--- src/rtl/aes_key_sched_ctrl.sv ---
// AES key-schedule controller: accepts a cipher key over a valid/ready
// handshake, starts the external expansion engine, captures the streamed
// round keys into a 15-entry store and reports when the schedule is usable.
// Reloading the key/length already held is a cache hit and skips expansion.
module aes_key_sched_ctrl #(
  parameter int TIMEOUT = 64
) (
  input  logic         clk,
  input  logic         reset,
  input  logic         key_valid,
  output logic         key_ready,
  input  logic [255:0] key_in,
  input  logic [1:0]   key_len,
  input  logic         core_busy,
  output logic         exp_start,
  output logic [255:0] exp_key,
  output logic [1:0]   exp_len,
  input  logic         exp_valid,
  input  logic [3:0]   exp_waddr,
  input  logic [127:0] exp_subkey,
  input  logic [3:0]   rd_addr,
  output logic [127:0] rd_data,
  output logic         rd_valid,
  output logic         keys_ready,
  output logic [3:0]   num_rounds,
  output logic         cache_hit,
  output logic         err
);

  localparam logic [2:0] S_IDLE  = 3'd0;
  localparam logic [2:0] S_START = 3'd1;
  localparam logic [2:0] S_WAIT  = 3'd2;
  localparam logic [2:0] S_READY = 3'd3;
  localparam logic [2:0] S_ERROR = 3'd4;

  localparam int CNT_W = $clog2(TIMEOUT) + 1;

  // Number of rounds for a key length code; illegal length maps to 0.
  function automatic logic [3:0] nr_of(input logic [1:0] len);
    case (len)
      2'b01:   return 4'd10;
      2'b10:   return 4'd12;
      2'b11:   return 4'd14;
      default: return 4'd0;
    endcase
  endfunction

  // Indices 0..nr that must be valid for a complete schedule.
  function automatic logic [14:0] need_mask(input logic [3:0] nr);
    logic [14:0] m;
    m = '0;
    for (int i = 0; i < 15; i++) begin
      if (4'(i) <= nr) m[i] = 1'b1;
    end
    return m;
  endfunction

  logic [2:0]       state_q, state_d;
  logic [255:0]     key_q, key_d;
  logic [1:0]       len_q, len_d;
  logic [14:0]      valid_q, valid_d;
  logic             err_q, err_d;
  logic             hit_q, hit_d;
  logic [CNT_W-1:0] cnt_q, cnt_d;
  logic [127:0]     mem_q [0:14];

  logic [3:0]  nr;
  logic        accept;
  logic        is_hit;
  logic        wr_en;
  logic [14:0] wr_mask;
  logic [14:0] need;
  logic [15:0] valid_ext;

  // Handshake, hit detection and store-write decode.
  always_comb begin
    nr        = nr_of(len_q);
    need      = need_mask(nr);
    key_ready = ((state_q == S_IDLE) || (state_q == S_READY) || (state_q == S_ERROR))
                && !core_busy;
    accept    = key_valid && key_ready;
    is_hit    = (state_q == S_READY) && (key_in == key_q) && (key_len == len_q);
    wr_en     = (state_q == S_WAIT) && exp_valid && (exp_waddr <= nr);
    wr_mask   = wr_en ? (15'd1 << exp_waddr) : 15'd0;
    valid_ext = {1'b0, valid_q};
  end

  // Controller next-state: accept decisions, expansion tracking, timeout.
  always_comb begin
    state_d = state_q;
    key_d   = key_q;
    len_d   = len_q;
    valid_d = valid_q;
    err_d   = err_q;
    hit_d   = 1'b0;
    cnt_d   = cnt_q;
    case (state_q)
      S_IDLE, S_READY, S_ERROR: begin
        if (accept) begin
          if (key_len == 2'b00) begin
            valid_d = '0;
            err_d   = 1'b1;
            state_d = S_ERROR;
          end else if (is_hit) begin
            hit_d = 1'b1;
          end else begin
            key_d   = key_in;
            len_d   = key_len;
            valid_d = '0;
            err_d   = 1'b0;
            state_d = S_START;
          end
        end
      end
      S_START: begin
        state_d = S_WAIT;
        cnt_d   = '0;
      end
      S_WAIT: begin
        // Completion counts a write landing in this same cycle.
        valid_d = valid_q | wr_mask;
        if ((valid_d & need) == need) begin
          state_d = S_READY;
        end else if (cnt_q == CNT_W'(TIMEOUT - 1)) begin
          state_d = S_ERROR;
          err_d   = 1'b1;
        end else begin
          cnt_d = cnt_q + CNT_W'(1);
        end
      end
      default: state_d = S_IDLE;
    endcase
  end

  // Control and key/length registers.
  always_ff @(posedge clk) begin
    if (reset) begin
      state_q <= S_IDLE;
      key_q   <= '0;
      len_q   <= '0;
      valid_q <= '0;
      err_q   <= 1'b0;
      hit_q   <= 1'b0;
      cnt_q   <= '0;
    end else begin
      state_q <= state_d;
      key_q   <= key_d;
      len_q   <= len_d;
      valid_q <= valid_d;
      err_q   <= err_d;
      hit_q   <= hit_d;
      cnt_q   <= cnt_d;
    end
  end

  // Round-key store; contents need no reset since valid bits qualify them.
  always_ff @(posedge clk) begin
    if (wr_en) mem_q[exp_waddr] <= exp_subkey;
  end

  // Output drive.
  always_comb begin
    exp_start  = (state_q == S_START);
    keys_ready = (state_q == S_READY);
    exp_key    = key_q;
    exp_len    = len_q;
    num_rounds = nr;
    cache_hit  = hit_q;
    err        = err_q;
    rd_valid   = (rd_addr <= nr) && valid_ext[rd_addr];
    rd_data    = (rd_addr <= 4'd14) ? mem_q[rd_addr] : '0;
  end

endmodule

--- config.mk ---
export PLATFORM = sky130hd
export DESIGN_NAME = aes_key_sched_ctrl
export DESIGN_NICKNAME = d
export VERILOG_FILES = /design/src/rtl/aes_key_sched_ctrl.sv
export SDC_FILE = /design/constraint.sdc
export NUM_CORES = 2
export LEC_CHECK = 0
export BUFFER_PORTS_ARGS = -buffer_cell sky130_fd_sc_hd__buf_2
export CORE_UTILIZATION = 45
export CTS_CLUSTER_DIAMETER = 50
export DETAILED_ROUTE_END_ITERATION = 16
export SETUP_SLACK_MARGIN = 0.05
export SYNTH_ARGS = -nofsm -noshare
export SYNTH_HDL_FRONTEND = slang
export SYNTH_SLANG_ARGS = --single-unit
--- constraint.sdc ---
create_clock -name clk -period 24.6 [get_ports clk]
set_input_delay 4.92 -clock clk [delete_from_list [all_inputs] [get_ports clk]]
set_output_delay 4.92 -clock clk [all_outputs]
set_load 0.01 [all_outputs]
==> results.md <==
* Initial Utilization at between 40% and 50%
* Post-synth EDFFs at roughly 1.9k
* Layout Nets at a little under 6k
* Min Clock Period, post-route at around 15 ns
* Initial antenna violation count at about 120
* CP max stage delay at approximately 0.76 ns
* Share of cells above drive strength 1 at around 31%
* Worst Setup End Kind: primary output
* Synth Flop Type: edfxtp_1
* Crit path launch type: primary input
* DR vias/cell at between 5 and 6
* Count of cell types in the netlist at between 60 and 70
* Worst-path cell chain: buf_8 -> buf_12 -> buf_4 -> buf_4 -> buf_4 -> mux4_2 -> mux4_2 -> nor2b_1 -> buf_2
* Power Dens Cells at 82.6 mW/mm2
* Final ANT Viol Nets at 0
* Most frequent cells in the layout: edfxtp_1 (1920), buf_2 (788), mux4_2 (516), mux2i_1 (387), dfxtp_1 (285)
* Synthesized cell area at around 0.087 mm2
* Core Area at just under 0.2 mm2
* Largest family of logic cells by synthesized area: multiplexers
* Via count at approximately 46k
* Drc violations at 0
* Synthesis warning total at 0
* Critical Path RT at a little under 20 ns
* Fmax achieved at roughly 68 MHz
* Period utilisation layout at around three fifths
* Routed WL at approximately 240000 um
* Largest net degree at the start of global routing at 157
* Maxcap violations at 0
* CTS buffer count at between 200 and 250
* Drt initial violations at between 3k and 4k
* Area growth syn-to-layout at 17.0%
* HPWL Detailed at between 100000 and 150000 um
* Synth async-reset ratio at 0%
* Clk root buf: clkbuf_16
* Ports at around 800
* Count of pins over their slew limit at 0
* Final Skew at approximately 0.031 ns
* Post_cts resized at 0
* Cell Rows at ~160
* Num Clock Sinks at between 2k and 2.5k
* Port Buffers at 793
* RePlAce Congestion at between 0.9 and 1
* TritonRoute pass-1 iters at 5
* Critical path type: in2out
* Commonest non-fill, non-tap cell in the layout: edfxtp_1
* Cell mode on critical path: buf_4
* Die Y-Extent at 442 um
* Die width at 442 um
* Unrepaired setup endpoints after global routing: no
* Post-synthesis mux area share at approximately 18%
* Drt wl/cell at a little under 30 um
* All-Layer GR Usage at approximately a quarter
* Final Total Pwr at between 0.008 and 0.009 W
* Die area at about 0.2 mm2
* Global-route wire length before repair at roughly 340000 um
* Hold buffer count at cts at 0
* Syn nets at approximately 5k
* CTS tree: built
* Leak pwr at between 30 and 40 nW
* #FFs+latches synth at about 2.2k
* XOR/XNOR Fraction of Synth Area at about 2.6%
* Setup violations, final at 0
* Complex-gate fraction of the synthesized area at 1.36%
* Slew @ Worst Pin at approximately 1.2 ns
* CTS H-Tree Depth at 4
* Simple-gate share of the synthesized area at 4.26%
* Outcome: complete, no violations
* Crit-path max FO at 100
* CTS max path bufs at 3
* Fill cells at 15.3k
* Clock latency on the worst-skew pair at slightly below 0.9 ns
* Worst slew margin at about a fifth
* Post-Syn Instances at roughly 4.6k
* Avg Cell Area, Syn at ~19 um2
* Final Hold Fails at 0
* Synth Area in Adders at 0.100%
* Crit path DAT at roughly 9.7 ns
* Clock transition at path regs at roughly 0.050 ns
* Post-synthesis sequential area ratio at between 70% and 80%
* Grt ovf at 0
* Postcts setup bufs at 0
* Setup TNS at 0 ns
* Slowest library cell on the worst path: buf_4
* Type of the tightest min-delay check: reg2reg
* Vias in the first global route at ~47k
* Max VDD drop at 0.0000640 V
[path summary, 6_finish.rpt]
path | startpoint | endpoint | slack [ns] | depth (start not counted)
setup reg to reg | exp_key[251] | exp_key[239] | 18.42 | 13
hold / removal | cnt_q[6] | cnt_q[6] | 0.47 | 1
setup / recovery | rd_addr[0] | rd_data[62] | 9.96 | 9
hold reg to reg | cnt_q[6] | cnt_q[6] | 0.47 | 1
[worst max-delay path: cells and delay by family]
family	cells	cell delay, ns
buffers and inverters	6	3.35
and+or+nand+nor	1	0.20
muxes	2	1.04
[cell families (layout without fill, tap and decap cells)]
group,after synthesis,count (layout)
buf+inv,264,1316
xor+xnor,258,258
flops,2205,2205
compound gates,211,211
other cells,1,42
simple gates,758,758
mux,903,903
fa+ha+maj,7,7
[final cells by class]
cell class | count | area (um2) | share of cell area [%]
Sequential cell | 2205 | 63400 | 62.1
Multi-Input combinational cell | 2138 | 22800 | 22.4
Clock buffer | 285 | 6180 | 6.06
Timing Repair Buffer | 858 | 4610 | 4.51
Tap cell | 2526 | 3160 | 3.10
Clock inverter | 154 | 1680 | 1.64
Inverter | 19 | 146 | 0.143
Antenna cell | 41 | 103 | 0.101
[state kept, by name, indices dropped and copies added, names as in the netlist]
name and flops:
err 1, state_q 3, exp_len 2, valid_q 15
cache_hit 1, exp_key 256, mem_q 1920, cnt_q 7
[per-layer routing]
| metal | GRT usage (%) | up-vias | routed length, um |
|---|---|---|---|
| met5 | 0 | - | 175 |
| met4 | 11.3 | 30 | 11600 |
| met3 | 4.94 | 507 | 13400 |
| met2 | 42.6 | 1450 | 125000 |
| met1 | 29.2 | 24300 | 91200 |
| li1 | - | 20100 | - |
[where the power goes]
part | internal, W | switching [W] | total, W | leakage [nW]
sequential | 0.00412 | 0.0000471 | 0.00417 | 19.6
combinational | 0.000283 | 0.000414 | 0.000697 | 12.1
clock | 0.00208 | 0.00149 | 0.00357 | 3.82
total | 0.00648 | 0.00195 | 0.00843 | 35.4
[synthesized netlist by cell type, drive strengths merged (2+ instances only)]
cell    count  area [um2]
o21ai     151         756
xor2      258        2260
and3        7        43.8
edfxtp   1920       57700
a41o        3        30.0
and2        8        50.1
nor4      108         703
mux2i     387        3870
buf       117         577
ha          7        87.6
mux4      516       11600
o21bai      2        15.0
nand2     154         581
nor3       12        65.1
inv        19        71.3
and4        2        20.0
nand3      10        50.1
or2         3        18.8
nor3b       2        20.0
nand2b      7        43.8
a311oi      2        17.5
and4b       2        20.0
a41oi       2        17.5
nand4      27         169
clkbuf    128         480
a21oi      31         159
a21o        2        16.3
a211oi      2        27.5
nor2b     133         832
dfxtp     285        5710
o21a        2        15.0
nor2      276        1040
o22ai       2        12.5
[per-stage QoR]
stage               cells  hold WS [ns]  setup slack (ns)  area (um2)  utilization, %
finish               8226         0.469              9.96      102000            53.0
global route         8214         0.479              9.46      102000            53.0
CTS                  8185         0.472              9.71      102000            52.9
detailed placement   7746         0.463              9.73       94100            48.9
global placement     7746         0.455              9.75       94100            48.9
floorplan            4607         0.449             10.55       87200               -
Power figures use the tool's default switching activity.
